<file path="src/rtl/alu_nibble_sequencer_if.sv">
// Nibble-wide bus between the sequencer and one combinational 4-bit ALU slice.
// The sequencer owns the operand/control side; the slice returns result, carries and compare.
interface alu_nibble_sequencer_if;
  logic [3:0] slice_a;
  logic [3:0] slice_b;
  logic [2:0] slice_f;
  logic       slice_ci_right;
  logic       slice_ci_left;
  logic       slice_com;
  logic [3:0] slice_d;
  logic       slice_co_left;
  logic       slice_co_right;
  logic       slice_equ;

  modport master (
    output slice_a, slice_b, slice_f, slice_ci_right, slice_ci_left, slice_com,
    input  slice_d, slice_co_left, slice_co_right, slice_equ
  );

  modport slave (
    input  slice_a, slice_b, slice_f, slice_ci_right, slice_ci_left, slice_com,
    output slice_d, slice_co_left, slice_co_right, slice_equ
  );
endinterface

</file>
<file path="src/rtl/alu_nibble_sequencer.sv">
// Drives a 4-bit ALU slice one nibble per clock to build a 4*NIBBLES-bit operation,
// chaining carries between nibbles and assembling result, carry and status flags.
module alu_nibble_sequencer #(
  parameter int NIBBLES = 4
) (
  input  logic                    clk,
  input  logic                    rst_n,
  input  logic                    start,
  input  logic [4*NIBBLES-1:0]    op_a,
  input  logic [4*NIBBLES-1:0]    op_b,
  input  logic [2:0]              func,
  input  logic                    com,
  input  logic                    cin,
  alu_nibble_sequencer_if.master  slice,
  output logic [4*NIBBLES-1:0]    result,
  output logic                    carry_out,
  output logic                    zero,
  output logic                    neg_zero,
  output logic                    equal,
  output logic                    busy,
  output logic                    done
);
  localparam int W     = 4 * NIBBLES;
  localparam int IDX_W = (NIBBLES > 1) ? $clog2(NIBBLES) : 1;

  localparam logic [0:0] IDLE = 1'b0;
  localparam logic [0:0] RUN  = 1'b1;

  localparam logic [2:0] FN_ADD = 3'd0;
  localparam logic [2:0] FN_SHR = 3'd6;
  localparam logic [2:0] FN_SHL = 3'd7;

  logic [0:0]       state;
  logic [IDX_W-1:0] idx;
  logic [IDX_W-1:0] nib_sel;
  logic [W-1:0]     a_q, b_q;
  logic [2:0]       func_q;
  logic             com_q;
  logic             carry_q;
  logic             carry_nxt;
  logic             eq_acc;
  logic [W-1:0]     result_q;
  logic             carry_out_q, equal_q, done_q;
  logic             is_shr, last_nib;

  assign is_shr   = (func_q == FN_SHR);
  assign nib_sel  = is_shr ? (IDX_W'(NIBBLES - 1) - idx) : idx;
  assign last_nib = (idx == IDX_W'(NIBBLES - 1));

  // Slice drive: everything held at zero while idle so the slice sees a quiet bus.
  always_comb begin
    slice.slice_a        = 4'd0;
    slice.slice_b        = 4'd0;
    slice.slice_f        = 3'd0;
    slice.slice_ci_right = 1'b0;
    slice.slice_ci_left  = 1'b0;
    slice.slice_com      = 1'b0;
    if (state == RUN) begin
      slice.slice_a   = a_q[{nib_sel, 2'b00} +: 4];
      slice.slice_b   = b_q[{nib_sel, 2'b00} +: 4];
      slice.slice_f   = func_q;
      slice.slice_com = com_q;
      case (func_q)
        FN_ADD, FN_SHL: slice.slice_ci_right = carry_q;
        FN_SHR:         slice.slice_ci_left  = carry_q;
        default: ;
      endcase
    end
  end

  // Carry that leaves this nibble towards the next one processed.
  always_comb begin
    carry_nxt = 1'b0;
    case (func_q)
      FN_ADD, FN_SHL: carry_nxt = slice.slice_co_left;
      FN_SHR:         carry_nxt = slice.slice_co_right;
      default:        carry_nxt = 1'b0;
    endcase
  end

  // Operand latches only load on accept, so they need no reset.
  always_ff @(posedge clk) begin
    if (state == IDLE && start) begin
      a_q    <= op_a;
      b_q    <= op_b;
      func_q <= func;
      com_q  <= com;
    end
  end

  always_ff @(posedge clk or negedge rst_n) begin
    if (!rst_n) begin
      state       <= IDLE;
      idx         <= '0;
      carry_q     <= 1'b0;
      eq_acc      <= 1'b0;
      result_q    <= '0;
      carry_out_q <= 1'b0;
      equal_q     <= 1'b0;
      done_q      <= 1'b0;
    end else begin
      done_q <= 1'b0;
      case (state)
        IDLE: begin
          if (start) begin
            idx     <= '0;
            carry_q <= cin;
            eq_acc  <= 1'b1;
            state   <= RUN;
          end
        end
        RUN: begin
          result_q[{nib_sel, 2'b00} +: 4] <= slice.slice_d;
          carry_q <= carry_nxt;
          eq_acc  <= eq_acc & slice.slice_equ;
          idx     <= idx + 1'b1;
          if (last_nib) begin
            carry_out_q <= carry_nxt;
            equal_q     <= eq_acc & slice.slice_equ;
            done_q      <= 1'b1;
            state       <= IDLE;
          end
        end
        default: state <= IDLE;
      endcase
    end
  end

  assign result    = result_q;
  assign carry_out = carry_out_q;
  assign equal     = equal_q;
  assign done      = done_q;
  assign busy      = (state == RUN);
  assign zero      = (result_q == '0);
  assign neg_zero  = (result_q == '1);
endmodule

</file>
<file path="src/flat_wrapper.sv">
// flat-port wrapper written by rule: the top's interface ports become plain ports
module alu_nibble_sequencer_flat 
#(
  parameter int NIBBLES = 4
)
  (clk, rst_n, start, op_a, op_b, func, com, cin, result, carry_out, zero, neg_zero, equal, busy, done, slice_slice_a, slice_slice_b, slice_slice_f, slice_slice_ci_right, slice_slice_ci_left, slice_slice_com, slice_slice_d, slice_slice_co_left, slice_slice_co_right, slice_slice_equ);
  alu_nibble_sequencer_if slice_i ();
  input  logic clk;
  input  logic rst_n;
  input  logic start;
  input  logic [4*NIBBLES-1:0] op_a;
  input  logic [4*NIBBLES-1:0] op_b;
  input  logic [2:0] func;
  input  logic com;
  input  logic cin;
  output logic [4*NIBBLES-1:0] result;
  output logic carry_out;
  output logic zero;
  output logic neg_zero;
  output logic equal;
  output logic busy;
  output logic done;
  output wire logic [$bits(slice_i.slice_a)-1:0] slice_slice_a;
  output wire logic [$bits(slice_i.slice_b)-1:0] slice_slice_b;
  output wire logic [$bits(slice_i.slice_f)-1:0] slice_slice_f;
  output wire logic [$bits(slice_i.slice_ci_right)-1:0] slice_slice_ci_right;
  output wire logic [$bits(slice_i.slice_ci_left)-1:0] slice_slice_ci_left;
  output wire logic [$bits(slice_i.slice_com)-1:0] slice_slice_com;
  input wire logic [$bits(slice_i.slice_d)-1:0] slice_slice_d;
  input wire logic [$bits(slice_i.slice_co_left)-1:0] slice_slice_co_left;
  input wire logic [$bits(slice_i.slice_co_right)-1:0] slice_slice_co_right;
  input wire logic [$bits(slice_i.slice_equ)-1:0] slice_slice_equ;
  assign slice_slice_a = slice_i.slice_a;
  assign slice_slice_b = slice_i.slice_b;
  assign slice_slice_f = slice_i.slice_f;
  assign slice_slice_ci_right = slice_i.slice_ci_right;
  assign slice_slice_ci_left = slice_i.slice_ci_left;
  assign slice_slice_com = slice_i.slice_com;
  assign slice_i.slice_d = slice_slice_d;
  assign slice_i.slice_co_left = slice_slice_co_left;
  assign slice_i.slice_co_right = slice_slice_co_right;
  assign slice_i.slice_equ = slice_slice_equ;
  alu_nibble_sequencer #(.NIBBLES(NIBBLES)) u_core (.clk(clk), .rst_n(rst_n), .start(start), .op_a(op_a), .op_b(op_b), .func(func), .com(com), .cin(cin), .slice(slice_i), .result(result), .carry_out(carry_out), .zero(zero), .neg_zero(neg_zero), .equal(equal), .busy(busy), .done(done));
endmodule
</file>
<file path="config.mk">
export PLATFORM = sky130hd
export DESIGN_NAME = alu_nibble_sequencer_flat
export DESIGN_NICKNAME = d
export VERILOG_FILES = /design/src/rtl/alu_nibble_sequencer_if.sv /design/src/rtl/alu_nibble_sequencer.sv /design/src/flat_wrapper.sv
export SDC_FILE = /design/constraint.sdc
export NUM_CORES = 1
export LEC_CHECK = 0
export BUFFER_PORTS_ARGS = -buffer_cell sky130_fd_sc_hd__clkbuf_2
export CORE_UTILIZATION = 43
export CTS_CLUSTER_DIAMETER = 50
export DETAILED_ROUTE_END_ITERATION = 10
export PLACE_DENSITY = 0.68
export SYNTH_ARGS = -nofsm -noshare
export SYNTH_HDL_FRONTEND = slang
export SYNTH_SLANG_ARGS = --single-unit
</file>
<file path="constraint.sdc">
create_clock -name clk -period 4.08 [get_ports clk]
set_clock_uncertainty 0.2 [all_clocks]
set_input_delay 1.224 -clock clk [delete_from_list [all_inputs] [get_ports clk]]
set_output_delay 1.224 -clock clk [all_outputs]
set_load 0.01 [all_outputs]
</file>
==> results of run 1 <==
-- through the flow --
stage	cell area, um2	setup WS, ns
4_1_cts	3630	0.201
3_3_place_gp	3430	0.661
5_1_grt	3630	0.0220
6_report	3630	0.188
3_5_place_dp	3430	0.605
2_1_floorplan	2970	0.570
-- kinds of logic (layout without fill, tap and decap cells) --
logic type | Yosys count | after routing
AO/OA/AOI/OAI | 37 | 37
XOR/XNOR | 1 | 1
adder cells (fa/ha/maj) | 1 | 1
buffers and inverters | 19 | 106
flip-flops | 60 | 60
multiplexers | 18 | 18
AND/OR/NAND/NOR | 128 | 128
-- path summary, 6_finish.rpt --
check                                        end  cells past startpoint              from  slack (ns)
worst max register to register  u_core.result[6]                      5  u_core.func_q[0]        1.42
worst min register to register      u_core.equal                      2      u_core.equal        0.30
worst max-delay path            slice_slice_a[2]                      5     u_core.idx[1]        0.19
max in group asynchronous       u_core.result[3]                      1             rst_n        2.62
worst min-delay path                u_core.equal                      2      u_core.equal        0.30
min in group asynchronous       u_core.result[9]                      1             rst_n        0.66
-- flip-flops by register name (all words and copies together) (netlist names) --
name / count
u_core.com_q: 1
u_core.busy: 1
u_core.a_q: 16
u_core.b_q: 16
u_core.carry_out: 1
u_core.equal: 1
u_core.done: 1
u_core.result: 16
u_core.carry_q: 1
u_core.eq_acc: 1
u_core.func_q: 3
u_core.idx: 2
-- tightest hold or removal path: cells and delay by family (launching register included) --
family	cells	cell delay [ns]
flip-flops	1	0.35
AO/OA/AOI/OAI	1	0.07
AND/OR/NAND/NOR	1	0.05
-- placed cells by master (no fill, tap or decap), drive strengths merged, types with 7 or more instances in the layout --
cell type  instances
nand2             45
a21oi             18
clkbuf            91
nor2b              8
edfxtp            36
and2               9
nand4             12
dfrtp             24
nand3             34
nor2               7
mux2              17
o31a               8
-- layout make-up --
| class | instances | area [um2] |
|---|---|---|
| inverters | 2 | 7.51 |
| fillers | 565 | 2860 |
| multi-input cells | 185 | 1190 |
| flip-flops and latches | 60 | 1680 |
| clock inverters | 7 | 81.3 |
| well taps | 77 | 96.3 |
| repair buffers | 88 | 455 |
| clock buffers | 9 | 124 |
-- report_power, final --
group	leakage, nW	switching, mW	internal [mW]	total, mW
Sequential	0.643	0.153	0.818	0.971
Clock	0.101	0.266	0.291	0.557
Combinational	0.823	0.570	0.478	1.05
-- per-layer routing --
layer / global-route usage / up-vias / part of all wire
li1: - / 1137 / -
met1: 0.238 / 1083 / 0.45
met2: 0.305 / 103 / 0.46
met3: 0.0535 / 18 / 0.064
met4: 0.111 / 0 / 0.029
met5: 0 / - / 0
==> metrics.csv, run 1 <==
stage,metric,value,unit
clock_tree,clock_latency,0.35,ns
finish,antennaDiodeCount,0,
min_path,hp-class,register to register,
route,drt_iter0_markers,157,
placed_design,dp_cells,412,
finish,fin_util,0.559,
route,via_per_inst,5.47,
timing,period_share,0.954,
route,final_antenna_net_count,0,
route,drt_first_pass_iters,5,
route,vias,2341,
timing,whs,0.304,ns
power,power,2.58,mW
logic_synthesis,yosys.area.top_type_share,0.365,
logic_synthesis,synth_compound_area_frac,0.0797,
job,maxCapViolations,0,
timing,fin_setup_tns,0,ns
logic_synthesis,async_flop_share,0.400,
placed_design,gp_congestion,0.803,
logic_synthesis,synthMuxAreaShare,0.0869,
clock_tree,postCtsSetupRepairBufs,0,
clock_tree,clkTransAtPathRegs,0.07,ns
clock_tree,cts-root-buf,clkbuf_8,
logic_synthesis,synth.top_cells.by_count,"nand2_1 (42), edfxtp_1 (36), nand3_1 (34), dfrtp_1 (24), a21oi_1 (18)",
die,start_util,0.457,
die,coreArea,0.00649,mm2
route,wl_per_cell,15.3,um
setup_path,arrival,2.47,ns
logic_synthesis,synth_cells,264,
finish,finalNonFillerCells,428,
timing,min_period,3.89,ns
logic_synthesis,synth_most_common_cell,nand2_1,
setup_path,cp_max_fo,18,
setup_path,cp.buffers_inverters,1,
clock_tree,cts_buffer_depth,2,
die,std_cell_rows,29,
power,power.leakage,1.57,nW
clock_tree,cts_hold_buf,0,
placed_design,portBuffers,82,
clock_tree,htreeDepth,3,
timing,worst_pin_slew,1.24,ns
logic_synthesis,syn_nets,312,
logic_synthesis,yosys_warnings,0,
route,totalWireLength,6560,um
route,drc_errors,0,
setup_path,criticalPathCategory,register to primary output,
global_route,track_usage,0.193,
global_route,antenna_found_initial,0,
timing,final-setup-viol-count,0,
logic_synthesis,synthesis.area,0.00297,mm2
setup_path,worstPathCellList,nor2b_1 -> nand2_1 -> a21oi_1 -> o31a_1 -> clkbuf_2,
timing,fmax,257,MHz
placed_design,dp_hpwl,4630,um
die,die_x,85.0,um
logic_synthesis,synth_top_flop_cell,edfxtp_1,
die,dieArea,0.00723,mm2
global_route,grt_start_max_net_pins,38,
setup_path,required,2.66,ns
global_route,grt_pass1_wl,10500,um
die,dieHeight,85.0,um
timing,finalMaxSlewViolations,0,
power,ir_worst_vdd,0.000319,V
logic_synthesis,synthAdderAreaFrac,0.00422,
finish,drive_gt1_frac,0.362,
clock_tree,cts_made_buffers,9,
clock_tree,cts_tree,built,
clock_tree,clock_sinks,60,
logic_synthesis,synth-simple-area-share,0.224,
setup_path,end_kind,primary output,
die,boundaryPins,83,
setup_path,cp_top_family,simple AND/OR/NAND/NOR gates,
power,p_per_area,709,mW/mm2
timing,hold_violations,0,
global_route,grt_pass1_vias,2234,
logic_synthesis,synth-edff-count,36,
logic_synthesis,synth_top_family_by_area,simple AND/OR/NAND/NOR gates,
setup_path,crit_path_start_kind,register,
logic_synthesis,ys_ff_latch,60,
logic_synthesis,ys_types,36,
logic_synthesis,ys_top_cells_by_area,"edfxtp_1 (36%), dfrtp_1 (20%), mux2_4 (7.1%), nand3_1 (5.7%), nand2_1 (5.3%)",
logic_synthesis,ys_seq_area_frac,0.567,
timing,slew-limit-headroom,0.169,
finish,area_growth,22.5,%
clock_tree,cts_resized,0,
global_route,grt_overflow_total,0,
logic_synthesis,synth_xor_area_frac,0.00295,
finish,fin_nets,394,
logic_synthesis,yosysTopAreaCell,edfxtp_1,
logic_synthesis,avgSynthCellArea,11.2,um2
timing,rsz0062_at_grt,no,
setup_path,cpMaxStageDelayCell,nor2b_1,
setup_path,slowest_delay,1.00,ns
run_status,outcome,completed,
Note: power is estimated with default switching activity, not from simulation.
==> run 2, diff against run 1 <==
Settings changed: CORE_MARGIN from default to 5, RECOVER_POWER from default to 100.
==> run 2 against run 1 <==
  * Die area rose by 20%
  * Clock power barely moved
  * Sequential share of layout area rose by 1.5 points
  * Flip-flop and latch count did not move
  * Maximum frequency fell by 0.47%
  * Critical path depth did not move
  * Final cell count rose by 0.47%
  * Register-to-register slack got worse by 0.14 ns
  * Critical endpoint is now slice_slice_a[0]
==> metrics.csv, run 2 (same netlist as run 1, synthesis figures left out) <==
stage,metric,value,unit,change
finish,mostFrequentLayoutCells,"clkbuf_2 (51), nand2_1 (45), clkbuf_1 (36), edfxtp_1 (36), nand3_1 (34)",,
setup_path,worstPathCellList,nor2b_1 -> nand2_1 -> a21oi_1 -> o31a_1 -> clkbuf_1,,
global_route,grt_start_max_net_pins,29,,-24%
timing,fin_ws,0.170,ns,-0.0185 ns
route,drt_first_pass_iters,4,,-1
setup_path,cp_top_family,simple AND/OR/NAND/NOR gates,,
timing,slew-limit-headroom,0.152,,-0.0177
setup_path,crit_path_end,slice_slice_a[0],,
global_route,grt_overflow_total,0,,unchanged
clock_tree,postCtsSetupRepairBufs,0,,unchanged
setup_path,cpMaxStageDelayCell,nor2b_1,,
global_route,antenna_found_initial,0,,unchanged
finish,drive_gt1_frac,0.217,,-0.145
setup_path,cp.depth,5,,unchanged
placed_design,gp_congestion,0.786,,-2.1%
setup_path,reg2reg_slack,1.28,ns,-0.14 ns
clock_tree,cts_tree,built,,
placed_design,dp_hpwl,4750,um,+2.5%
timing,worst_pin_slew,1.27,ns,+0.0290 ns
setup_path,critPathLaunch,u_core.idx[1],,
global_route,grt_pass1_vias,2163,,-3.2%
clock_tree,cts_made_buffers,9,,unchanged
run_status,outcome,completed,,
clock_tree,cts-root-buf,clkbuf_8,,
placed_design,portBuffers,82,,unchanged
power,ir_worst_vdd,0.000344,V,+7.9%
clock_tree,cts_resized,0,,unchanged
die,boundaryPins,83,,unchanged
min_path,hp-class,register to register,,
die,dieArea,0.00866,mm2,+20%
clock_tree,cts_buffer_depth,2,,unchanged
job,maxCapViolations,0,,unchanged
finish,area_growth,18.6,%,
die,std_cell_rows,30,,+3.4%
die,coreArea,0.00676,mm2,+4.0%
timing,hold_violations,0,,unchanged
power,power.leakage,1.40,nW,-10%
die,dieHeight,93.0,um,+9.4%
clock_tree,clkTransAtPathRegs,0.07,ns,about the same
timing,rsz0062_at_grt,no,,
finish,finalNonFillerCells,430,,+0.47%
setup_path,cp_max_fo,18,,unchanged
finish,layout.cells.most_common,clkbuf_2,,
timing,fin_setup_tns,0,ns,unchanged
clock_tree,clock_sinks,60,,unchanged
finish,fin_nets,393,,-0.25%
die,die_x,93.0,um,+9.4%
power,power,2.46,mW,-4.7%
timing,min_period,3.91,ns,+0.0185 ns
clock_tree,cts_hold_buf,0,,unchanged
setup_path,cp.buffers_inverters,1,,unchanged
timing,period_share,0.958,,+0.00454
route,wl_per_cell,15.4,um,+0.63%
setup_path,required,2.66,ns,about the same
timing,final-setup-viol-count,0,,unchanged
route,final_antenna_net_count,0,,unchanged
route,via_per_inst,5.33,,-2.6%
finish,antennaDiodeCount,0,,unchanged
setup_path,slowest_delay,1.01,ns,about the same
setup_path,r2r-end,u_core.result[2],,
die,start_util,0.439,,-0.0177
setup_path,criticalPathCategory,register to primary output,,
setup_path,r2r-start,u_core.func_q[0],,
route,vias,2290,,-2.2%
power,p_per_area,698,mW/mm2,-1.5%
route,totalWireLength,6630,um,+1.1%
global_route,grt_pass1_wl,10300,um,-2.0%
timing,fmax,256,MHz,-0.47%
clock_tree,htreeDepth,3,,unchanged
route,drc_errors,0,,unchanged
global_route,track_usage,0.155,,-0.0381
setup_path,end_kind,primary output,,
setup_path,crit_path_start_kind,register,,
clock_tree,clock_latency,0.33,ns,-0.02 ns
timing,finalMaxSlewViolations,0,,unchanged
setup_path,arrival,2.49,ns,+0.02 ns
placed_design,dp_cells,414,,+0.49%
setup_path,reg2reg_depth,5,,unchanged
route,drt_iter0_markers,129,,-18%
placed_design,place_ws,0.560,ns,-0.0450 ns
==> run 2: changes by cell type in the layout (fill, tap and decap cells not counted), sizes merged <==
cell | previous run | this run
clkinv | 1 | 4
buf | 6 | 1
bufinv | 1 | 2
inv | 6 | 2
clkinvlp | 1 | 0
clkbuf | 91 | 96
==> run 2: power by group <==
| part | leakage (nW) | internal (mW) | switching, mW |
|---|---|---|---|
| Combinational | 0.654 | 0.386 | 0.534 |
| Clock | 0.107 | 0.338 | 0.219 |
| Sequential | 0.643 | 0.819 | 0.159 |
| Total | 1.40 | 1.54 | 0.912 |
==> run 2: routing by layer <==
layer / wire length (um) / track usage
met5: 0 / 0
met4: 75 / 0.0513
met3: 439 / 0.0539
met2: 3060 / 0.241
met1: 3050 / 0.202
==> run 2: cell type report <==
cell class                      instances  area [um2]
Multi-Input combinational cell        185        1130
Inverter                                2        7.51
Sequential cell                        60        1680
Timing Repair Buffer                   87         394
Tap cell                               80         100
Fill cell                             627        3240
Clock inverter                          6        78.8
Clock buffer                           10         128
==> run 2: worst min path at each step <==
stage / from / end / slack (ns) / cells past startpoint
floorplan: u_core.eq_acc / u_core.eq_acc / 0.27 / 2
global route: u_core.equal / u_core.equal / 0.33 / 2
detailed placement: u_core.equal / u_core.equal / 0.29 / 2
finish: u_core.equal / u_core.equal / 0.29 / 2
global placement: u_core.equal / u_core.equal / 0.26 / 2
CTS: u_core.equal / u_core.equal / 0.31 / 2
==> run 2: through the flow <==
| stage | area, um2 | hold slack, ns | util |
|---|---|---|---|
| after detailed placement | 3420 | 0.294 | 0.507 |
| after global placement | 3420 | 0.264 | 0.507 |
| after floorplan | 2970 | 0.266 | - |
| final | 3520 | 0.295 | 0.521 |
| after CTS | 3630 | 0.308 | 0.537 |
| after global routing | 3520 | 0.328 | 0.521 |
==> run 2: worst register-to-register path, cell delays in order (launching register included) <==
cell      delay [ns]
edfxtp_1        0.47
and3b_1         0.82
clkbuf_1        0.30
mux2_1          0.35
nand2_1         0.20
mux2_1          0.36
